==> src/rtl/metro_mpi_pkg.sv <==
`default_nettype none
// ============================================================================
//  Module   : metro_mpi_pkg
//  Purpose  : Shared types and constants for the Metro-MPI receive path.
//             - mpi_flit_t   : 64-bit flit payload plus source channel
//             - MPI_RX_MAX_CH / MPI_RX_MAX_DEPTH : legal parameter ceilings
//             - rr_index()   : round-robin candidate index helper
//  Revision : 1.0  initial release
// ============================================================================
package metro_mpi_pkg;

    localparam int MPI_RX_MAX_CH    = 8;
    localparam int MPI_RX_MAX_DEPTH = 4;
    localparam int MPI_RX_CHAN_W    = $clog2(MPI_RX_MAX_CH);

    typedef struct packed {
        logic [63:0]              data;
        logic [MPI_RX_CHAN_W-1:0] chan;
    } mpi_flit_t;

    // Channel examined at position 'offset' of a round-robin scan that
    // starts just after 'last'.
    function automatic int rr_index(input int last, input int offset, input int n);
        return (last + offset) % n;
    endfunction

endpackage
`default_nettype wire

==> src/rtl/mpi_credit_fifo.sv <==
`default_nettype none
// ============================================================================
//  Module   : mpi_credit_fifo
//  Purpose  : Per-channel flit buffer sized to the sender's credit count.
//             A push is accepted when not full, or when full but popped in
//             the same cycle. A push that cannot be accepted is dropped and
//             flagged on o_overflow for that cycle.
//  Ports    : clk_i, rstn_i (async, active-low)
//             i_push/i_data   - incoming flit
//             i_pop           - remove head entry (caller guarantees !o_empty)
//             o_data          - head entry (combinational read)
//             o_empty/o_full  - occupancy status
//             o_overflow      - one-cycle pulse on a dropped push
//  Revision : 1.0  initial release
// ============================================================================
module mpi_credit_fifo
    import metro_mpi_pkg::*;
#(
    parameter int DEPTH = 2
) (
    input  logic        clk_i,
    input  logic        rstn_i,
    input  logic        i_push,
    input  logic [63:0] i_data,
    input  logic        i_pop,
    output logic [63:0] o_data,
    output logic        o_empty,
    output logic        o_full,
    output logic        o_overflow
);

    localparam int c_CNT_W = $clog2(DEPTH + 1);
    localparam int c_PTR_W = (DEPTH > 1) ? $clog2(DEPTH) : 1;
    localparam logic [c_PTR_W-1:0] c_PTR_LAST = c_PTR_W'(DEPTH - 1);
    localparam logic [c_CNT_W-1:0] c_CNT_FULL = c_CNT_W'(DEPTH);

    generate
        if (DEPTH < 1 || DEPTH > MPI_RX_MAX_DEPTH) begin : g_depth_chk
            $error("mpi_credit_fifo: DEPTH out of range");
        end
    endgenerate

    logic [63:0]        r_mem [DEPTH];
    logic [c_PTR_W-1:0] r_wr_ptr;
    logic [c_PTR_W-1:0] r_rd_ptr;
    logic [c_CNT_W-1:0] r_count;
    logic               w_write;

    function automatic logic [c_PTR_W-1:0] ptr_inc(input logic [c_PTR_W-1:0] p);
        return (p == c_PTR_LAST) ? '0 : p + c_PTR_W'(1);
    endfunction

    assign o_empty    = (r_count == '0);
    assign o_full     = (r_count == c_CNT_FULL);
    assign w_write    = i_push & (~o_full | i_pop);
    assign o_overflow = i_push & o_full & ~i_pop;
    assign o_data     = r_mem[r_rd_ptr];

    // Storage carries no reset: an entry is only ever read after being written.
    always_ff @(posedge clk_i) begin
        if (w_write) begin
            r_mem[r_wr_ptr] <= i_data;
        end
    end

    always_ff @(posedge clk_i or negedge rstn_i) begin
        if (!rstn_i) begin
            r_wr_ptr <= '0;
            r_rd_ptr <= '0;
            r_count  <= '0;
        end else begin
            if (w_write) begin
                r_wr_ptr <= ptr_inc(r_wr_ptr);
            end
            if (i_pop) begin
                r_rd_ptr <= ptr_inc(r_rd_ptr);
            end
            case ({w_write, i_pop})
                2'b10:   r_count <= r_count + c_CNT_W'(1);
                2'b01:   r_count <= r_count - c_CNT_W'(1);
                default: r_count <= r_count;
            endcase
        end
    end

endmodule
`default_nettype wire

==> src/rtl/mpi_rx_arbiter.sv <==
`default_nettype none
// ============================================================================
//  Module   : mpi_rx_arbiter
//  Purpose  : Credit-based inbound arbiter. NUM_CH valid/yummy channels are
//             each buffered in an mpi_credit_fifo and merged round-robin
//             onto one registered valid/ready output slot. Every pop returns
//             a one-cycle yummy pulse to that channel's sender.
//  Ports    : clk_i, rstn_i (async, active-low)
//             valid_i/data_i  - per-channel inbound flits
//             yummy_o         - per-channel credit return pulses
//             out_valid_o/out_data_o/out_chan_o, out_ready_i - output slot
//             err_o           - sticky per-channel overflow flags
//  Config   : METRO_MPI_RX_OVERFLOW_CHECK_EN enables sticky err_o flags and
//             an overflow message; otherwise err_o is tied low.
//  Revision : 1.0  initial release
// ============================================================================
module mpi_rx_arbiter
    import metro_mpi_pkg::*;
#(
    parameter  int NUM_CH = 3,
    parameter  int DEPTH  = 2,
    localparam int CH_W   = $clog2(NUM_CH)
) (
    input  logic                   clk_i,
    input  logic                   rstn_i,
    input  logic [NUM_CH-1:0]      valid_i,
    input  logic [NUM_CH-1:0][63:0] data_i,
    output logic [NUM_CH-1:0]      yummy_o,
    output logic                   out_valid_o,
    output logic [63:0]            out_data_o,
    output logic [CH_W-1:0]        out_chan_o,
    input  logic                   out_ready_i,
    output logic [NUM_CH-1:0]      err_o
);

    generate
        if (NUM_CH < 2 || NUM_CH > MPI_RX_MAX_CH) begin : g_num_ch_chk
            $error("mpi_rx_arbiter: NUM_CH out of range");
        end
    endgenerate

    logic [63:0]       w_fifo_data [NUM_CH];
    logic [NUM_CH-1:0] w_empty;
    logic [NUM_CH-1:0] w_full;
    logic [NUM_CH-1:0] w_ovf;
    logic [NUM_CH-1:0] w_pop;
    logic              w_load;
    logic              w_take;
    logic              w_grant_valid;
    logic [CH_W-1:0]   w_grant_idx;

    mpi_flit_t         r_slot;
    logic              r_slot_valid;
    logic [CH_W-1:0]   r_last;
    logic [NUM_CH-1:0] r_yummy;

    generate
        for (genvar g = 0; g < NUM_CH; g++) begin : g_ch
            mpi_credit_fifo #(
                .DEPTH (DEPTH)
            ) u_fifo (
                .clk_i      (clk_i),
                .rstn_i     (rstn_i),
                .i_push     (valid_i[g]),
                .i_data     (data_i[g]),
                .i_pop      (w_pop[g]),
                .o_data     (w_fifo_data[g]),
                .o_empty    (w_empty[g]),
                .o_full     (w_full[g]),
                .o_overflow (w_ovf[g])
            );
        end
    endgenerate

    // Slot can take a new flit when it is empty or being drained this cycle.
    assign w_load = ~r_slot_valid | out_ready_i;

    // Scan starts one past the last grant so every requester is reached
    // within NUM_CH grants.
    always_comb begin
        w_grant_valid = 1'b0;
        w_grant_idx   = '0;
        for (int i = 1; i <= NUM_CH; i++) begin
            if (!w_grant_valid && !w_empty[rr_index(int'(r_last), i, NUM_CH)]) begin
                w_grant_valid = 1'b1;
                w_grant_idx   = CH_W'(rr_index(int'(r_last), i, NUM_CH));
            end
        end
    end

    assign w_take = w_load & w_grant_valid;

    always_comb begin
        w_pop = '0;
        if (w_take) begin
            w_pop[w_grant_idx] = 1'b1;
        end
    end

    always_ff @(posedge clk_i or negedge rstn_i) begin
        if (!rstn_i) begin
            r_slot       <= '0;
            r_slot_valid <= 1'b0;
            r_last       <= CH_W'(NUM_CH - 1);
            r_yummy      <= '0;
        end else begin
            // Credit goes back in the cycle right after the pop.
            r_yummy <= w_pop;
            if (w_load) begin
                r_slot_valid <= w_take;
                if (w_take) begin
                    r_slot.data <= w_fifo_data[w_grant_idx];
                    r_slot.chan <= MPI_RX_CHAN_W'(w_grant_idx);
                    r_last      <= w_grant_idx;
                end
            end
        end
    end

    assign yummy_o     = r_yummy;
    assign out_valid_o = r_slot_valid;
    assign out_data_o  = r_slot.data;
    assign out_chan_o  = r_slot.chan[CH_W-1:0];

    // Full status is consumed inside each FIFO; upper chan bits exist only
    // for the widest configuration.
    logic w_unused_status;
    assign w_unused_status = ^{w_full, r_slot.chan};

`ifdef METRO_MPI_RX_OVERFLOW_CHECK_EN
    logic [NUM_CH-1:0] r_err;

    always_ff @(posedge clk_i or negedge rstn_i) begin
        if (!rstn_i) begin
            r_err <= '0;
        end else begin
            r_err <= r_err | w_ovf;
            for (int c = 0; c < NUM_CH; c++) begin
                if (w_ovf[c]) begin
                    $display("[RCV ARB] overflow ch %0d", c);
                end
            end
        end
    end

    assign err_o = r_err;
`else
    logic w_unused_ovf;
    assign w_unused_ovf = |w_ovf;
    assign err_o        = '0;
`endif

endmodule
`default_nettype wire

==> config.mk <==
export PLATFORM = sky130hd
export DESIGN_NAME = mpi_rx_arbiter
export DESIGN_NICKNAME = d
export VERILOG_FILES = /design/src/rtl/metro_mpi_pkg.sv /design/src/rtl/mpi_credit_fifo.sv /design/src/rtl/mpi_rx_arbiter.sv
export SDC_FILE = /design/constraint.sdc
export NUM_CORES = 1
export LEC_CHECK = 0
export BUFFER_PORTS_ARGS = -buffer_cell sky130_fd_sc_hd__buf_4
export CAP_MARGIN = 20
export CELL_PAD_IN_SITES_DETAIL_PLACEMENT = 0
export CELL_PAD_IN_SITES_GLOBAL_PLACEMENT = 2
export CORE_MARGIN = 2
export CORE_UTILIZATION = 45
export DETAILED_ROUTE_END_ITERATION = 6
export GPL_TIMING_DRIVEN = 1
export PLACE_DENSITY_LB_ADDON = 0.1
export SYNTH_ARGS = -nofsm -noshare
export SYNTH_HDL_FRONTEND = slang
export SYNTH_HIERARCHICAL = 1
export SYNTH_SLANG_ARGS = --single-unit
==> constraint.sdc <==
create_clock -name clk_i -period 8.6 [get_ports clk_i]
set_input_delay 1.29 -clock clk_i [delete_from_list [all_inputs] [get_ports clk_i]]
set_output_delay 1.29 -clock clk_i [all_outputs]
set_load 0.01 [all_outputs]
==> impl_metrics.py, run 1 <==
metrics = {
    "die": {
        "fp.dieH_um": 216,
        "die_x_um": 216,
        "rows": 77,
        "io_pins": 271,
        "initial_utilization_pct": 45.7,
        "die_area_mm2": 0.0466,
        "core_area_mm2": 0.0442,
    },
    "timing": {
        "setup_viol_count_final": 0,
        "min_period_ns": 5.84,
        "grt_setup_unrepaired": "no",
        "timing.final.crit_share_pct": 67.9,
        "relSlewSlack_pct": 23.5,
        "hold_slack_ns": 0.529,
        "max_freq_mhz": 171,
        "skew_ns": 0.0175,
        "worst_pin_slew_ns": 1.15,
        "slew_viol_final": 0,
        "finalSetupTns_ns": 0,
        "hold_violations": 0,
    },
    "placement": {
        "io_buffers": 267,
        "post-dp-hpwl_um": 33700,
        "finalWeightedCongestion": 0.752,
        "dp_cells": 2028,
    },
    "detailed_routing": {
        "drt_iter0_markers": 712,
        "via_count": 11600,
        "first_pass_iters": 7,
        "drt.antenna.violating_nets": 0,
        "wl_per_cell_um": 23.9,
        "wl_um": 50700,
        "drc_errors": 0,
        "avgViaCountPerCell": 5.47,
    },
    "power_and_ir_drop": {
        "p_total_mw": 9.75,
        "pwr_density_cell_mw_per_mm2": 400,
        "p_leak_nw": 9.41,
        "peakVddDrop_uv": 329,
    },
    "cts": {
        "cts_tree": "done",
        "cts_resized": 0,
        "postCtsHoldBufs": 0,
        "path_clk_slew_ns": 0.06,
        "clock_path_buffers": 3,
        "cts.sink_count": 467,
        "h-tree-depth": 2,
        "cts_made_buffers": 49,
        "cts_root_buf": "clkbuf_16",
        "postCtsSetupBuffers": 0,
        "insertion_delay_ns": 0.58,
    },
    "finish": {
        "diodes": 0,
        "area_growth_pct": 20.7,
        "finalNonFillerCells": 2120,
        "drive_gt1_share_pct": 40.2,
        "nets": 1689,
    },
    "hold_path": {
        "min_path_type": "reg -> reg",
    },
    "global_routing": {
        "grt_antenna_before_repair": 0,
        "first_global_vias": 11800,
        "globalRouteOverflowTotal": 0,
        "grt_usage_pct": 21.6,
        "grt_max_degree": 71,
        "grt_pass1_wl_um": 74400,
    },
    "worst_setup_path": {
        "reg2reg_slack_ns": 2.76,
        "start_kind": "flop",
        "crit_chain": "inv_1, ha_1, nand2b_1, a32o_4, o2bb2ai_4, buf_4, or3_2, nor2_1, o21ai_2, nor2_4, buf_4",
        "slowest_stage": "or3_2",
        "crit_type": "reg -> reg",
        "crit_top_cell": "buf_4",
        "worstPathRequired_ns": 8.81,
        "critPathArrivalTime_ns": 6.05,
        "crit_path_max_fanout": 69,
        "critPathMaxStageDelay_ns": 1.03,
        "path_buf_inv": 3,
        "end_kind": "flop",
        "crit_family": "simple AND/OR/NAND/NOR gates",
    },
    "synth": {
        "syn-mean-instance-area_um2": 16.2,
        "synthCells": 1248,
        "yosys_warnings": 6,
        "syn_area_mm2": 0.0202,
    },
    "job": {
        "maxCapViolations": 0,
    },
    "status": {
        "status": "completed",
    },
}
==> cells in the final DEF, fill, tap and decap left out, drive strengths merged, types with 16 or more instances in the layout <==
| master | n |
|---|---|
| buf | 288 |
| dfrtp | 82 |
| o21ai | 107 |
| mux2 | 193 |
| clkbuf | 73 |
| nor2 | 16 |
| nand4 | 64 |
| a31oi | 35 |
| mux2i | 69 |
| a21oi | 104 |
| o211ai | 30 |
| edfxtp | 384 |
==> power breakdown <==
group	internal, mW	switching [mW]
Clock	1.24	0.839
Combinational	1.75	2.34
Sequential	3.21	0.376
==> sequential cells by signal, summed over array words and instances, names as in the netlist <==
name,cells
yummy_o,3
out_data_o,64
g_ch.u_fifo/r_wr_ptr,3
g_ch.u_fifo/r_count,6
g_ch.u_fifo/r_rd_ptr,3
g_ch.u_fifo/r_mem,384
out_chan_o,1
r_last,2
out_valid_o,1
==> cell type report <==
class	instances	area, µm²
sequential	467	13600
fill	3605	19900
tap	592	741
clock buffer	73	1430
timing repair buffer	288	2220
clock inverter	18	173
inverter	7	26.3
multi-input combinational	675	6160
==> layer usage <==
metal	wire length, µm	share of wire (%)	vias up	track usage (%)
met4	1230	2.4	0	6.87
met2	24900	49	336	35.8
met5	0	0	-	0
met3	2690	5.3	66	3.33
li1	-	-	5336	-
met1	21900	43	5854	29.4
==> final timing paths <==
kind | start | endpoint | cells past startpoint
min in group asynchronous | rstn_i | out_data_o[53] | 1
worst max register to register | r_last[0] | g_ch[0].u_fifo/r_mem[0][57] | 11
worst max-delay path | r_last[0] | g_ch[0].u_fifo/r_mem[0][57] | 11
worst min-delay path | g_ch[2].u_fifo/r_count[1] | g_ch[2].u_fifo/r_count[1] | 1
max in group asynchronous | rstn_i | g_ch[2].u_fifo/r_rd_ptr | 2
worst min register to register | g_ch[2].u_fifo/r_count[1] | g_ch[2].u_fifo/r_count[1] | 1
==> through the flow <==
step | utilization (%) | setup WS (ns) | area [µm²]
after floorplan | - | 2.92 | 20200
after global placement | 51.3 | 2.62 | 22700
after detailed placement | 51.4 | 2.69 | 22700
after CTS | 55.0 | 2.69 | 24300
after global routing | 55.1 | 2.35 | 24400
final | 55.1 | 2.76 | 24400
(Power assumes the default switching activity.)
==> run 2, diff against run 1 <==
ABC_AREA = 1   (was unset)
CORE_UTILIZATION = 40   (was 45)
clock period = 5.8 ns   (was 8.6 ns; I/O delays follow)
==> impl_metrics.py, run 2 <==
metrics = {
    "status": {
        "status": "completed",
    },
    "die": {
        "io_pins": 271,
        "die_area_mm2": 0.0522,
        "initial_utilization_pct": 40.3,
        "core_area_mm2": 0.0500,
        "die_x_um": 228,
        "fp.dieH_um": 228,
        "rows": 82,
    },
    "worst_setup_path": {
        "start_kind": "flop",
        "critPathMaxStageDelay_ns": 0.51,
        "worstPathRequired_ns": 6.02,
        "crit_type": "reg -> reg",
        "crit_chain": "inv_1, ha_1, o21ai_1, nand2_2, nor2_4, nand3_4, a21oi_1, inv_1, nand2_1, nand3_1, clkinv_2, buf_4",
        "critPathArrivalTime_ns": 3.97,
        "crit_path_max_fanout": 32,
        "reg2reg_slack_ns": 2.05,
        "slowest_stage": "a21oi_1",
        "crit_top_cell": "inv_1",
        "end_kind": "flop",
    },
    "synth": {
        "syn-mean-instance-area_um2": 13.2,
        "yosys_warnings": 6,
        "syn_area_mm2": 0.0202,
        "synthCells": 1522,
    },
    "placement": {
        "dp_cells": 2411,
        "io_buffers": 267,
        "finalWeightedCongestion": 0.756,
        "post-dp-hpwl_um": 32100,
    },
    "timing": {
        "finalSetupTns_ns": 0,
        "skew_ns": 0.0101,
        "timing.final.crit_share_pct": 64.6,
        "hold_violations": 0,
        "slew_viol_final": 0,
        "grt_setup_unrepaired": "no",
        "relSlewSlack_pct": 35.5,
        "setup_viol_count_final": 0,
        "max_freq_mhz": 267,
        "worst_pin_slew_ns": 0.968,
        "min_period_ns": 3.75,
    },
    "cts": {
        "clock_path_buffers": 3,
        "h-tree-depth": 2,
        "path_clk_slew_ns": 0.06,
        "cts_made_buffers": 51,
        "cts_resized": 0,
        "cts.sink_count": 467,
        "postCtsHoldBufs": 0,
        "postCtsSetupBuffers": 0,
        "cts_root_buf": "clkbuf_16",
        "insertion_delay_ns": 0.58,
        "cts_tree": "done",
    },
    "finish": {
        "nFillCells": 4492,
        "largest_register_ffs": 384,
        "nets": 1994,
        "area_growth_pct": 20.9,
        "final_cell_mix": "nand2_1, edfxtp_1, buf_4",
        "drive_gt1_share_pct": 32.6,
        "regMostFlops": "g_ch.u_fifo/r_mem",
        "finalNonFillerCells": 2508,
        "layout_commonest_cell": "nand2_1",
    },
    "global_routing": {
        "globalRouteOverflowTotal": 0,
        "grt_max_degree": 67,
        "grt_usage_pct": 19.4,
        "grt_antenna_before_repair": 1,
        "grt_pass1_wl_um": 75800,
        "first_global_vias": 12200,
    },
    "power_and_ir_drop": {
        "peakVddDrop_uv": 702,
        "swShare_pct": 39.2,
        "p_leak_nw": 10.7,
        "internal_power_mw": 9.31,
        "p_comb_share_pct": 44.3,
        "clock_power_share_pct": 20.4,
        "p_seq_share_pct": 35.2,
        "pwr_density_cell_mw_per_mm2": 629,
        "p_switching_mw": 6.01,
    },
    "detailed_routing": {
        "via_count": 11900,
        "drt_iter0_markers": 811,
        "wl_um": 50900,
        "drc_errors": 0,
        "first_pass_iters": 7,
        "wl_per_cell_um": 20.3,
        "drt.antenna.violating_nets": 0,
        "avgViaCountPerCell": 4.74,
    },
    "hold_path": {
        "min_path_type": "in -> async",
    },
    "job": {
        "maxCapViolations": 0,
    },
}
-- run 2: stage by stage --
step                      hold WS, ns  setup slack [ns]  instance area [µm²]  power, mW  utilization (%)
after floorplan                 0.442             0.376                20200       10.4                -
after global placement          0.456              2.10                22700       12.4             45.5
after detailed placement        0.469              2.02                22700       12.4             45.5
after CTS                       0.308              2.00                24300       15.6             48.7
after global routing            0.341              1.72                24400       16.5             48.8
final                           0.309              2.05                24400       15.3             48.8
-- run 2: per-layer routing --
layer	track usage, %	share of wire (%)
met5	0	0
met4	4.68	1.6
met3	3.17	4.3
met2	33.2	49
met1	26.0	45
-- run 2: layout make-up --
class / count / area (µm²) / share of cell area (%)
antenna: 1 / 2.50 / 0.0103
clock buffer: 68 / 1410 / 5.80
clock inverter: 27 / 206 / 0.847
inverter: 162 / 614 / 2.52
multi-input combinational: 823 / 5480 / 22.5
sequential: 467 / 13600 / 55.9
tap: 672 / 841 / 3.45
timing repair buffer: 288 / 2190 / 9.01
-- run 2: critical path, delay by kind of cell (launching register included) --
family                   cells  cell delay, ns
AND/OR/NAND/NOR              5            0.91
AO/OA/AOI/OAI                2            0.74
buffers and inverters        4            0.95
adder cells (fa/ha/maj)      1            0.36
flip-flops                   1            0.40
-- run 2: power by group through the flow --
| stage | combinational, mW | clock, mW | sequential, mW |
|---|---|---|---|
| global route | 7.61 | 3.34 | 5.52 |
| finish | 6.79 | 3.13 | 5.40 |
| floorplan | 5.04 | 0 | 5.32 |
| global placement | 6.90 | 0 | 5.46 |
| detailed placement | 6.91 | 0 | 5.49 |
| CTS | 6.94 | 3.21 | 5.43 |
-- run 2: path summary, 6_finish.rpt --
| check | cells after the start | endpoint | start |
|---|---|---|---|
| worst max-delay path | 12 | g_ch[1].u_fifo/r_mem[0][37] | r_last[0] |
| worst min-delay path | 1 | out_data_o[15] | rstn_i |
| worst max register to register | 12 | g_ch[1].u_fifo/r_mem[0][37] | r_last[0] |
| worst min register to register | 2 | out_data_o[21] | out_data_o[21] |
| max in group asynchronous | 2 | g_ch[2].u_fifo/r_rd_ptr | rstn_i |
| min in group clk_i | 1 | g_ch[0].u_fifo/r_mem[1][51] | data_i[51] |
